File: config.mk
export PLATFORM = sky130hd
export DESIGN_NAME = axi_mst_wr_engine
export DESIGN_NICKNAME = d
export VERILOG_FILES = /design/src/rtl/axi_mst_wr_engine.sv
export SDC_FILE = /design/constraint.sdc
export NUM_CORES = 1
export LEC_CHECK = 0
export CAP_MARGIN = 20
export CELL_PAD_IN_SITES_DETAIL_PLACEMENT = 0
export CELL_PAD_IN_SITES_GLOBAL_PLACEMENT = 1
export CORE_ASPECT_RATIO = 0.7
export CORE_MARGIN = 4
export CORE_UTILIZATION = 29
export CTS_CLUSTER_SIZE = 20
export DETAILED_ROUTE_END_ITERATION = 6
export GPL_TIMING_DRIVEN = 0
export PLACE_DENSITY_LB_ADDON = 0.05
export REMOVE_ABC_BUFFERS = 1
export SYNTH_ARGS = -nofsm -noshare
export SYNTH_HDL_FRONTEND = slang
export SYNTH_SLANG_ARGS = --single-unit
File: constraint.sdc
create_clock -name clk -period 2.3 [get_ports clk]
set_input_delay 0.23 -clock clk [delete_from_list [all_inputs] [get_ports clk]]
set_output_delay 0.23 -clock clk [all_outputs]
set_load 0.05 [all_outputs]
File: src/rtl/axi_mst_wr_engine.sv
// axi_mst_wr_engine: single-outstanding AXI3 write burst master (AW, then W beats, then B).
// Define AXI_MST_WR_TIMEOUT_EN to add a 256-cycle watchdog on the write response.
//
// state  | meaning
// IDLE   | waiting for a command, cmd_ready=1
// ADDR   | AWVALID held until AWREADY
// DATA   | streaming len+1 beats through the W output register
// RESP   | BREADY=1, waiting for BVALID (or watchdog expiry)
module axi_mst_wr_engine #(
  parameter int ID_W   = 4,
  parameter int ADDR_W = 32,
  parameter int DATA_W = 32
) (
  input  logic                  clk,
  input  logic                  rst,
  input  logic                  cmd_valid,
  output logic                  cmd_ready,
  input  logic [ID_W-1:0]       cmd_id,
  input  logic [ADDR_W-1:0]     cmd_addr,
  input  logic [3:0]            cmd_len,
  input  logic [2:0]            cmd_size,
  input  logic [1:0]            cmd_burst,
  input  logic                  wd_valid,
  output logic                  wd_ready,
  input  logic [DATA_W-1:0]     wd_data,
  input  logic [DATA_W/8-1:0]   wd_strb,
  output logic [ID_W-1:0]       AWID,
  output logic [ADDR_W-1:0]     AWADDR,
  output logic [3:0]            AWLEN,
  output logic [2:0]            AWSIZE,
  output logic [1:0]            AWBURST,
  output logic                  AWVALID,
  input  logic                  AWREADY,
  output logic [ID_W-1:0]       WID,
  output logic [DATA_W-1:0]     WDATA,
  output logic [DATA_W/8-1:0]   WSTRB,
  output logic                  WLAST,
  output logic                  WVALID,
  input  logic                  WREADY,
  input  logic [ID_W-1:0]       BID,
  input  logic [1:0]            BRESP,
  input  logic                  BVALID,
  output logic                  BREADY,
  output logic                  rsp_valid,
  output logic [1:0]            rsp_resp,
  output logic                  rsp_id_err,
  output logic                  busy
);

  localparam logic [1:0] S_IDLE = 2'd0;
  localparam logic [1:0] S_ADDR = 2'd1;
  localparam logic [1:0] S_DATA = 2'd2;
  localparam logic [1:0] S_RESP = 2'd3;

  logic [1:0]      state;
  logic [ID_W-1:0] id_q;
  logic [3:0]      len_q;
  logic [4:0]      loaded;
  logic            cmd_fire;
  logic            wd_fire;
  logic            b_fire;
  logic            tmo_fire;

  assign cmd_ready = (state == S_IDLE);
  assign busy      = (state != S_IDLE);
  assign BREADY    = (state == S_RESP);
  assign cmd_fire  = cmd_valid && cmd_ready;
  assign b_fire    = BVALID && BREADY;
  // 5-bit compare so a 16-beat burst never wraps the beat counter
  assign wd_ready  = (state == S_DATA) && (loaded < ({1'b0, len_q} + 5'd1)) && (!WVALID || WREADY);
  assign wd_fire   = wd_valid && wd_ready;

`ifdef AXI_MST_WR_TIMEOUT_EN
  logic [8:0] tmo_cnt;

  // down-counter reloaded outside RESP; expires on the 256th RESP cycle
  always_ff @(posedge clk or negedge rst) begin
    if (!rst) begin
      tmo_cnt <= 9'd0;
    end else if (state != S_RESP) begin
      tmo_cnt <= 9'd255;
    end else if (tmo_cnt != 9'd0) begin
      tmo_cnt <= tmo_cnt - 9'd1;
    end
  end

  assign tmo_fire = (state == S_RESP) && !b_fire && (tmo_cnt == 9'd0);
`else
  assign tmo_fire = 1'b0;
`endif

  always_ff @(posedge clk or negedge rst) begin
    if (!rst) begin
      state      <= S_IDLE;
      id_q       <= '0;
      len_q      <= '0;
      AWID       <= '0;
      AWADDR     <= '0;
      AWLEN      <= '0;
      AWSIZE     <= '0;
      AWBURST    <= '0;
      AWVALID    <= 1'b0;
      rsp_valid  <= 1'b0;
      rsp_resp   <= 2'b00;
      rsp_id_err <= 1'b0;
    end else begin
      rsp_valid <= 1'b0;
      case (state)
        S_IDLE: begin
          if (cmd_fire) begin
            id_q    <= cmd_id;
            len_q   <= cmd_len;
            AWID    <= cmd_id;
            AWADDR  <= cmd_addr;
            AWLEN   <= cmd_len;
            AWSIZE  <= cmd_size;
            AWBURST <= cmd_burst;
            AWVALID <= 1'b1;
            state   <= S_ADDR;
          end
        end
        S_ADDR: begin
          if (AWREADY) begin
            AWVALID <= 1'b0;
            state   <= S_DATA;
          end
        end
        S_DATA: begin
          if (WVALID && WREADY && WLAST) begin
            state <= S_RESP;
          end
        end
        default: begin
          if (b_fire || tmo_fire) begin
            rsp_valid  <= 1'b1;
            rsp_resp   <= b_fire ? BRESP : 2'b10;
            rsp_id_err <= b_fire && (BID != id_q);
            state      <= S_IDLE;
          end
        end
      endcase
    end
  end

  // one-entry W output register; WVALID is purely registered
  always_ff @(posedge clk or negedge rst) begin
    if (!rst) begin
      loaded <= 5'd0;
      WID    <= '0;
      WDATA  <= '0;
      WSTRB  <= '0;
      WLAST  <= 1'b0;
      WVALID <= 1'b0;
    end else begin
      if (cmd_fire) begin
        loaded <= 5'd0;
      end else if (wd_fire) begin
        loaded <= loaded + 5'd1;
      end
      if (wd_fire) begin
        WDATA  <= wd_data;
        WSTRB  <= wd_strb;
        WID    <= id_q;
        WVALID <= 1'b1;
        WLAST  <= (loaded == {1'b0, len_q});
      end else if (WVALID && WREADY) begin
        WVALID <= 1'b0;
        WLAST  <= 1'b0;
      end
    end
  end

endmodule

==> implementation parameters, run 1 <==
Parameter                              Value

Place
  Number of placed instances, taps included ... 650
  Post-detailed-placement half-perimeter wirelength ... 8020 um
  Number of buffers added on ports ... 189
  Standard cell area after detailed placement ... 6300 um2
  Final weighted congestion in routability-driven placement ... 0.695

STA
  Post-route setup TNS ... -4.15 ns
  Max-slew violation count ... 0
  Fin crit period ... 2.44 ns
  Slew @ Worst Pin ... 0.698 ns
  Min setup slack post-route ... -0.141 ns
  Unrepaired setup endpoints after global routing ... yes
  Final-layout worst hold slack ... 0.471 ns
  Highest achievable clock rate ... 410 MHz
  Final hold vios ... 0
  Relative max-transition margin ... 53.5%
  Count of final setup violators ... 45
  Post-route clock period utilization ... 106%
  Final setup skew ... 0.00608 ns

Cells and area
  Number of standard cells in the final layout excluding fillers ... 689
  Area growth from synthesis to layout ... 66.8%
  Fraction of final layout cells with drive strength greater than 1 ... 29.9%
  Total Nets Final ... 600
  Total non-filler cell area in the finished layout ... 6930 um2
  Antenna diode count ... 0

Global routing
  Global routing usage summed across all routing layers ... 13.6%
  Vias in the first global route ... 3205
  Largest net degree at the start of global routing ... 53
  Antenna violations before repair ... 0
  Wire length of the first global-routing pass ... 17100 um
  Final global-route overflow total ... 0

Synthesis
  Sequential element share of the synthesized area ... 59.6%
  Mapped cell area ... 4160 um2
  Portion of synthesized cell area occupied by the leading cell type ... 59.6%
  Cell type with the highest aggregate area in the netlist ... sky130_fd_sc_hd__dfrtp_1
  Warning count from the yosys run ... 0
  Top area cells in the synthesized netlist ... sky130_fd_sc_hd__dfrtp_1, sky130_fd_sc_hd__mux2_2, sky130_fd_sc_hd__ha_1
  Ys async rst share ... 100%
  Syn Area/Cell ... 14.9 um2
  Top FF cell, synth ... sky130_fd_sc_hd__dfrtp_1
  Cell with the most instances after synthesis ... sky130_fd_sc_hd__dfrtp_1
  Top cells by instance count after synthesis ... sky130_fd_sc_hd__dfrtp_1, sky130_fd_sc_hd__mux2_2, sky130_fd_sc_hd__ha_1
  Number of different library cells in the post-synthesis netlist ... 35
  Number of register bits inferred by synthesis ... 99
  Synth Instances ... 278
  Number of flops mapped to enable cells by yosys ... 0

Power and ir drop
  Reported leakage power ... 2.92 nW
  Total power of the final layout ... 12.3 mW
  Worst IR Drop VDD ... 0.902 mV
  Total power density per cell area ... 1780 nW/um2

Detailed routing
  Met2 wire length ... 5000 um
  Number of vias per cell after detailed routing ... 4.40
  M1 WL ... 4650 um
  Residual antenna-violating net count after detailed routing ... 0
  Average detailed-routed wire length per instance ... 16.2 um
  Uppermost routed layer ... met4
  Total Routed Length ... 11200 um
  Detailed router's first-iteration violation count ... 74
  Total via count in the routed design ... 3030
  DRC violation count after routing ... 0
  Number of iterations in the first detailed-routing pass ... 4
  Met3 Wirelength ... 1400 um

Clocking
  TritonCTS clock tree ... built
  Latest clock arrival within the worst-skew pair ... 0.34 ns
  Longest Clk Path Bufs ... 2
  Clock tree root driver cell ... sky130_fd_sc_hd__clkbuf_16
  Number of clock buffers inserted by TritonCTS ... 9
  Clock transition at the register clock pins on the worst setup and hold paths after CTS ... 0.07 ns
  H-Tree Level Count ... 3
  Clock Sinks ... 99

Floorplan
  Number of top-level pins ... 190
  Die Outline Area ... 16300 um2
  Initial Utilization ... 29.8%
  Rows ... 36
  Die boundary width ... 151 um
  Core area ... 14000 um2
  Die boundary height ... 108 um

Outcome
  Violations in the final reports ... setup timing
  Result of the run ... finished, violations left

Critical path
  Crit. End Element ... output port
  Startpoint of the most critical setup path ... len_q[1]
  Peak fanout along the critical path ... 4
  Register-to-Register Setup Slack ... -0.13 ns
  Critical Path Source Type ... flop
  End of the worst register-to-register path ... WDATA[30]
  CP Class ... flop to output port
  FF-to-FF path depth ... 9
  CP required ... 2.07 ns
  R2R Path Start ... len_q[1]
  Data arrival time of the critical path ... 2.21 ns

Run
  Number of max-cap violations ... 0

Worst hold path
  Class of the worst hold path ... primary input to async pin
flip-flops by register name, indices dropped and copies added (netlist names), 2 cells and up:
register,cells
AWBURST,2
WDATA,32
id_q,4
AWADDR,32
loaded,5
AWSIZE,3
WSTRB,4
WID,4
len_q,4
state,2
rsp_resp,2
kinds of logic (layout without fill, tap and decap cells):
family                   after synthesis  after routing  synth area share (%)
multiplexers                          91             91                  24.5
buffers and inverters                 20            241                  2.71
XOR/XNOR                               9              9                  1.90
flip-flops                            99             99                  59.6
adder cells (fa/ha/maj)               12             12                  3.61
AND/OR/NAND/NOR                       29             29                  4.46
AO/OA/AOI/OAI                         18             18                  3.16
per-stage QoR:
stage	worst slack, ns	util, %
6_report	-0.141	49.6
5_1_grt	-0.242	49.6
4_1_cts	-0.222	48.8
3_5_place_dp	-0.903	45.1
3_3_place_gp	-3.06	44.4
2_1_floorplan	-1.31	-
placed cells by master, fill, tap and decap left out, types with 3 or more instances in the layout:
master,instances
sky130_fd_sc_hd__clkdlybuf4s50_1,185
sky130_fd_sc_hd__nand2_1,7
sky130_fd_sc_hd__xnor2_1,3
sky130_fd_sc_hd__o31ai_1,5
sky130_fd_sc_hd__clkbuf_16,11
sky130_fd_sc_hd__dfrtp_1,96
sky130_fd_sc_hd__dfrtp_2,3
sky130_fd_sc_hd__buf_6,4
sky130_fd_sc_hd__mux2i_1,4
sky130_fd_sc_hd__nand3_1,3
sky130_fd_sc_hd__inv_1,8
sky130_fd_sc_hd__buf_4,17
sky130_fd_sc_hd__mux2_2,79
sky130_fd_sc_hd__xor2_1,6
sky130_fd_sc_hd__buf_12,4
sky130_fd_sc_hd__mux2_4,8
sky130_fd_sc_hd__ha_1,10
layer usage:
metal	global-route usage (%)	up-vias
met5	0	-
li1	-	1417
met3	7.79	8
met1	16.6	1467
met2	21.0	138
met4	3.23	0
power by group:
group	leakage, nW	switching, mW	internal (mW)	total, mW
logic	1.59	4.52	3.12	7.64
clock network	0.147	0.657	0.880	1.54
registers	1.18	0.519	2.62	3.14
final cells by class:
type | count | area [um2]
fill | 1224 | 7030
tap | 190 | 238
clock inverter | 5 | 60.1
inverter | 9 | 33.8
multi-input combinational | 159 | 1660
timing repair buffer | 216 | 2210
clock buffer | 11 | 243
sequential | 99 | 2480
worst max-delay path, cell delays in order, from the launching register on:
cell and delay (ns):
sky130_fd_sc_hd__dfrtp_2 0.45, sky130_fd_sc_hd__ha_4 0.28, sky130_fd_sc_hd__inv_2 0.04, sky130_fd_sc_hd__ha_4 0.22
sky130_fd_sc_hd__nor2b_4 0.12, sky130_fd_sc_hd__o2111a_2 0.30, sky130_fd_sc_hd__nor4b_2 0.23, sky130_fd_sc_hd__buf_4 0.24
how the worst max path moves through the flow:
stage           endpoint  slack [ns]  cells after the start
6_report        wd_ready       -0.14                      7
5_1_grt         wd_ready       -0.24                      8
4_1_cts         wd_ready       -0.22                      7
3_5_place_dp   WDATA[22]       -0.90                      9
3_3_place_gp   AWADDR[8]       -3.06                      1
2_1_floorplan   wd_ready       -1.31                      6
repair_timing:
item	4_1_cts	5_1_grt
resized for setup	27	16
setup buffers	16	5
endpoints found under the setup margin	45	48
pin swaps	11	10
hold buffers	1	0
cloned	0	2
endpoints found under the hold margin	51	0
Note: power is estimated with default switching activity, not from simulation.
==> run 2, diff against run 1 <==
--- a/config.mk
+++ b/config.mk
@@ -9,7 +9,7 @@
 export CELL_PAD_IN_SITES_DETAIL_PLACEMENT = 0
 export CELL_PAD_IN_SITES_GLOBAL_PLACEMENT = 1
 export CORE_ASPECT_RATIO = 0.7
-export CORE_MARGIN = 4
+export CORE_MARGIN = 5
 export CORE_UTILIZATION = 29
 export CTS_CLUSTER_SIZE = 20
 export DETAILED_ROUTE_END_ITERATION = 6
==> implementation parameters, run 2 (synthesized netlist as in run 1, its figures left out) <==
Parameter                              Value

Global routing
  M2 GR Usage ... 19.3% (-1.7 points)
  Final global-route overflow total ... 0 (unchanged)
  Global routing usage summed across all routing layers ... 13.3% (-0.31 points)
  Most heavily used metal layer in global routing ... met2
  GR met3 Demand/Resource ... 7.26% (-0.54 points)
  Met1 track utilization from global routing ... 17.2% (+0.66 points)
  Antenna violations before repair ... 0 (unchanged)
  Wire length of the first global-routing pass ... 17500 um (+2.3%)
  Largest net degree at the start of global routing ... 62 (+17%)
  Vias in the first global route ... 3202 (-0.094%)

Detailed routing
  Residual antenna-violating net count after detailed routing ... 0 (unchanged)
  Average detailed-routed wire length per instance ... 16.7 um (+3.2%)
  Number of iterations in the first detailed-routing pass ... 4 (unchanged)
  Detailed router's first-iteration violation count ... 88 (+19%)
  Total Routed Length ... 11400 um (+2.4%)
  Number of vias per cell after detailed routing ... 4.44 (+1.0%)
  DRC violation count after routing ... 0 (unchanged)
  Total via count in the routed design ... 3039 (+0.30%)

STA
  Highest achievable clock rate ... 399 MHz (-2.7%)
  Final setup skew ... 0.00467 ns (-0.00141 ns)
  Max-slew violation count ... 0 (unchanged)
  Post-route clock period utilization ... 109% (+2.9 points)
  Unrepaired setup endpoints after global routing ... yes
  Final-layout worst hold slack ... 0.410 ns (-0.0610 ns)
  Post-route setup TNS ... -6.99 ns (-2.84 ns)
  Fin crit period ... 2.51 ns (+0.0673 ns)
  Count of final setup violators ... 43 (-4.4%)
  Slew @ Worst Pin ... 0.559 ns (-0.138 ns)
  Relative max-transition margin ... 62.6% (+9.1 points)
  Min setup slack post-route ... -0.208 ns (-0.0673 ns)
  Final hold vios ... 0 (unchanged)

Critical path
  CP required ... 2.52 ns (+0.45 ns)
  Crit. End Element ... flop
  Critical Path Source Type ... flop
  Peak fanout along the critical path ... 8 (+4)
  Data arrival time of the critical path ... 2.73 ns (+0.52 ns)
  CP Class ... flop to flop

Cells and area
  Top library cells by usage in the layout, fill and taps aside ... sky130_fd_sc_hd__clkdlybuf4s50_1, sky130_fd_sc_hd__dfrtp_1, sky130_fd_sc_hd__mux2_2, sky130_fd_sc_hd__mux2_4, sky130_fd_sc_hd__clkbuf_16
  Total Nets Final ... 595 (-0.83%)
  Total non-filler cell area in the finished layout ... 7050 um2 (+1.8%)
  Antenna diode count ... 0 (unchanged)
  Leading cell type in the layout, fill and taps excluded ... sky130_fd_sc_hd__clkdlybuf4s50_1
  Largest registers in the final layout ... AWADDR x32, WDATA x32, loaded x5
  Area growth from synthesis to layout ... 69.8%
  Fillers ... 1225 (+0.082%)
  Fraction of final layout cells with drive strength greater than 1 ... 28.7% (-1.1 points)
  Final Util ... 50.5% (+0.89 points)

Floorplan
  Die boundary width ... 153 um (+1.3%)
  Number of top-level pins ... 190 (unchanged)
  Die Outline Area ... 16900 um2 (+3.2%)
  Rows ... 36 (unchanged)
  Initial Utilization ... 29.8% (unchanged)
  Die boundary height ... 110 um (+1.8%)
  Core area ... 14000 um2 (unchanged)

Place
  Final weighted congestion in routability-driven placement ... 0.737 (+6.0%)
  Number of buffers added on ports ... 189 (unchanged)
  Post-detailed-placement half-perimeter wirelength ... 8080 um (+0.83%)
  Standard cell area after detailed placement ... 6300 um2 (unchanged)
  Pre-CTS WS ... -0.665 ns (+0.238 ns)

Clocking
  Latest clock arrival within the worst-skew pair ... 0.34 ns (about the same)
  TritonCTS clock tree ... built
  Clock Sinks ... 99 (unchanged)
  Clock transition at the register clock pins on the worst setup and hold paths after CTS ... 0.07 ns (about the same)
  H-Tree Level Count ... 3 (unchanged)
  Clock tree root driver cell ... sky130_fd_sc_hd__clkbuf_16
  Longest Clk Path Bufs ... 2 (unchanged)
  Number of clock buffers inserted by TritonCTS ... 9 (unchanged)

Power and ir drop
  Reported leakage power ... 3.01 nW (+3.4%)
  Worst IR Drop VDD ... 0.826 mV (-8.4%)
  Total power density per cell area ... 1790 nW/um2 (+0.52%)

Worst hold path
  Class of the worst hold path ... primary input to async pin

Run
  Number of max-cap violations ... 0 (unchanged)

Outcome
  Violations in the final reports ... setup timing
  Result of the run ... finished, violations left
-- run 2: repair_timing --
item,in CTS,in global routing
setup endpoints to repair,46,46
gates resized for setup,49,21
pin swaps,9,5
hold buffers,1,0
cloned,2,2
endpoints found under the hold margin,38,0
setup buffers,11,2
-- run 2: critical path, cell delays in order (launching register included) --
cell,delay [ns]
sky130_fd_sc_hd__dfrtp_2,0.43
sky130_fd_sc_hd__ha_4,0.28
sky130_fd_sc_hd__inv_4,0.03
sky130_fd_sc_hd__ha_4,0.20
sky130_fd_sc_hd__nor2b_4,0.11
sky130_fd_sc_hd__o2111a_2,0.30
sky130_fd_sc_hd__buf_12,0.14
sky130_fd_sc_hd__nor3_4,0.21
sky130_fd_sc_hd__buf_12,0.20
sky130_fd_sc_hd__clkbuf_16,0.18
sky130_fd_sc_hd__mux2_4,0.30
-- run 2: worst paths after layout --
| path | endpoint | startpoint | slack, ns | cells past startpoint |
|---|---|---|---|---|
| worst max-delay path | WSTRB[3] | len_q[1] | -0.21 | 10 |
| worst min-delay path | WDATA[19] | rst | 0.41 | 2 |
| worst max register to register | WSTRB[3] | len_q[1] | -0.21 | 10 |
| worst min register to register | AWADDR[1] | AWADDR[1] | 0.50 | 1 |
| max in group asynchronous | AWSIZE[1] | rst | 1.20 | 3 |
| min in group clk | AWADDR[4] | cmd_addr[4] | 0.50 | 2 |
-- run 2: final cells by class --
type / instances / area, um2 / area share [%]
Inverter: 9 / 36.3 / 0.514
Clock buffer: 9 / 225 / 3.19
Tap cell: 190 / 238 / 3.37
Sequential cell: 99 / 2480 / 35.2
Timing Repair Buffer: 211 / 2230 / 31.6
Multi-Input combinational cell: 159 / 1780 / 25.2
Clock inverter: 7 / 67.6 / 0.958
-- run 2: power breakdown --
part	switching (mW)	internal, mW
combinational	4.56	3.36
sequential	0.543	2.62
clock	0.672	0.842
total	5.78	6.82
-- run 2: routing by layer --
layer,up-vias,share of wire [%]
met5,-,0
met4,0,1.1
met3,11,11
met2,129,42
met1,1486,45
li1,1413,-
-- run 2: per-stage QoR --
step / power (mW) / std cells
3_3_place_gp: 10.2 / 646
2_1_floorplan: 7.79 / 267
6_report: 12.6 / 684
4_1_cts: 12.4 / 680
5_1_grt: 13.2 / 684
3_5_place_dp: 10.3 / 650
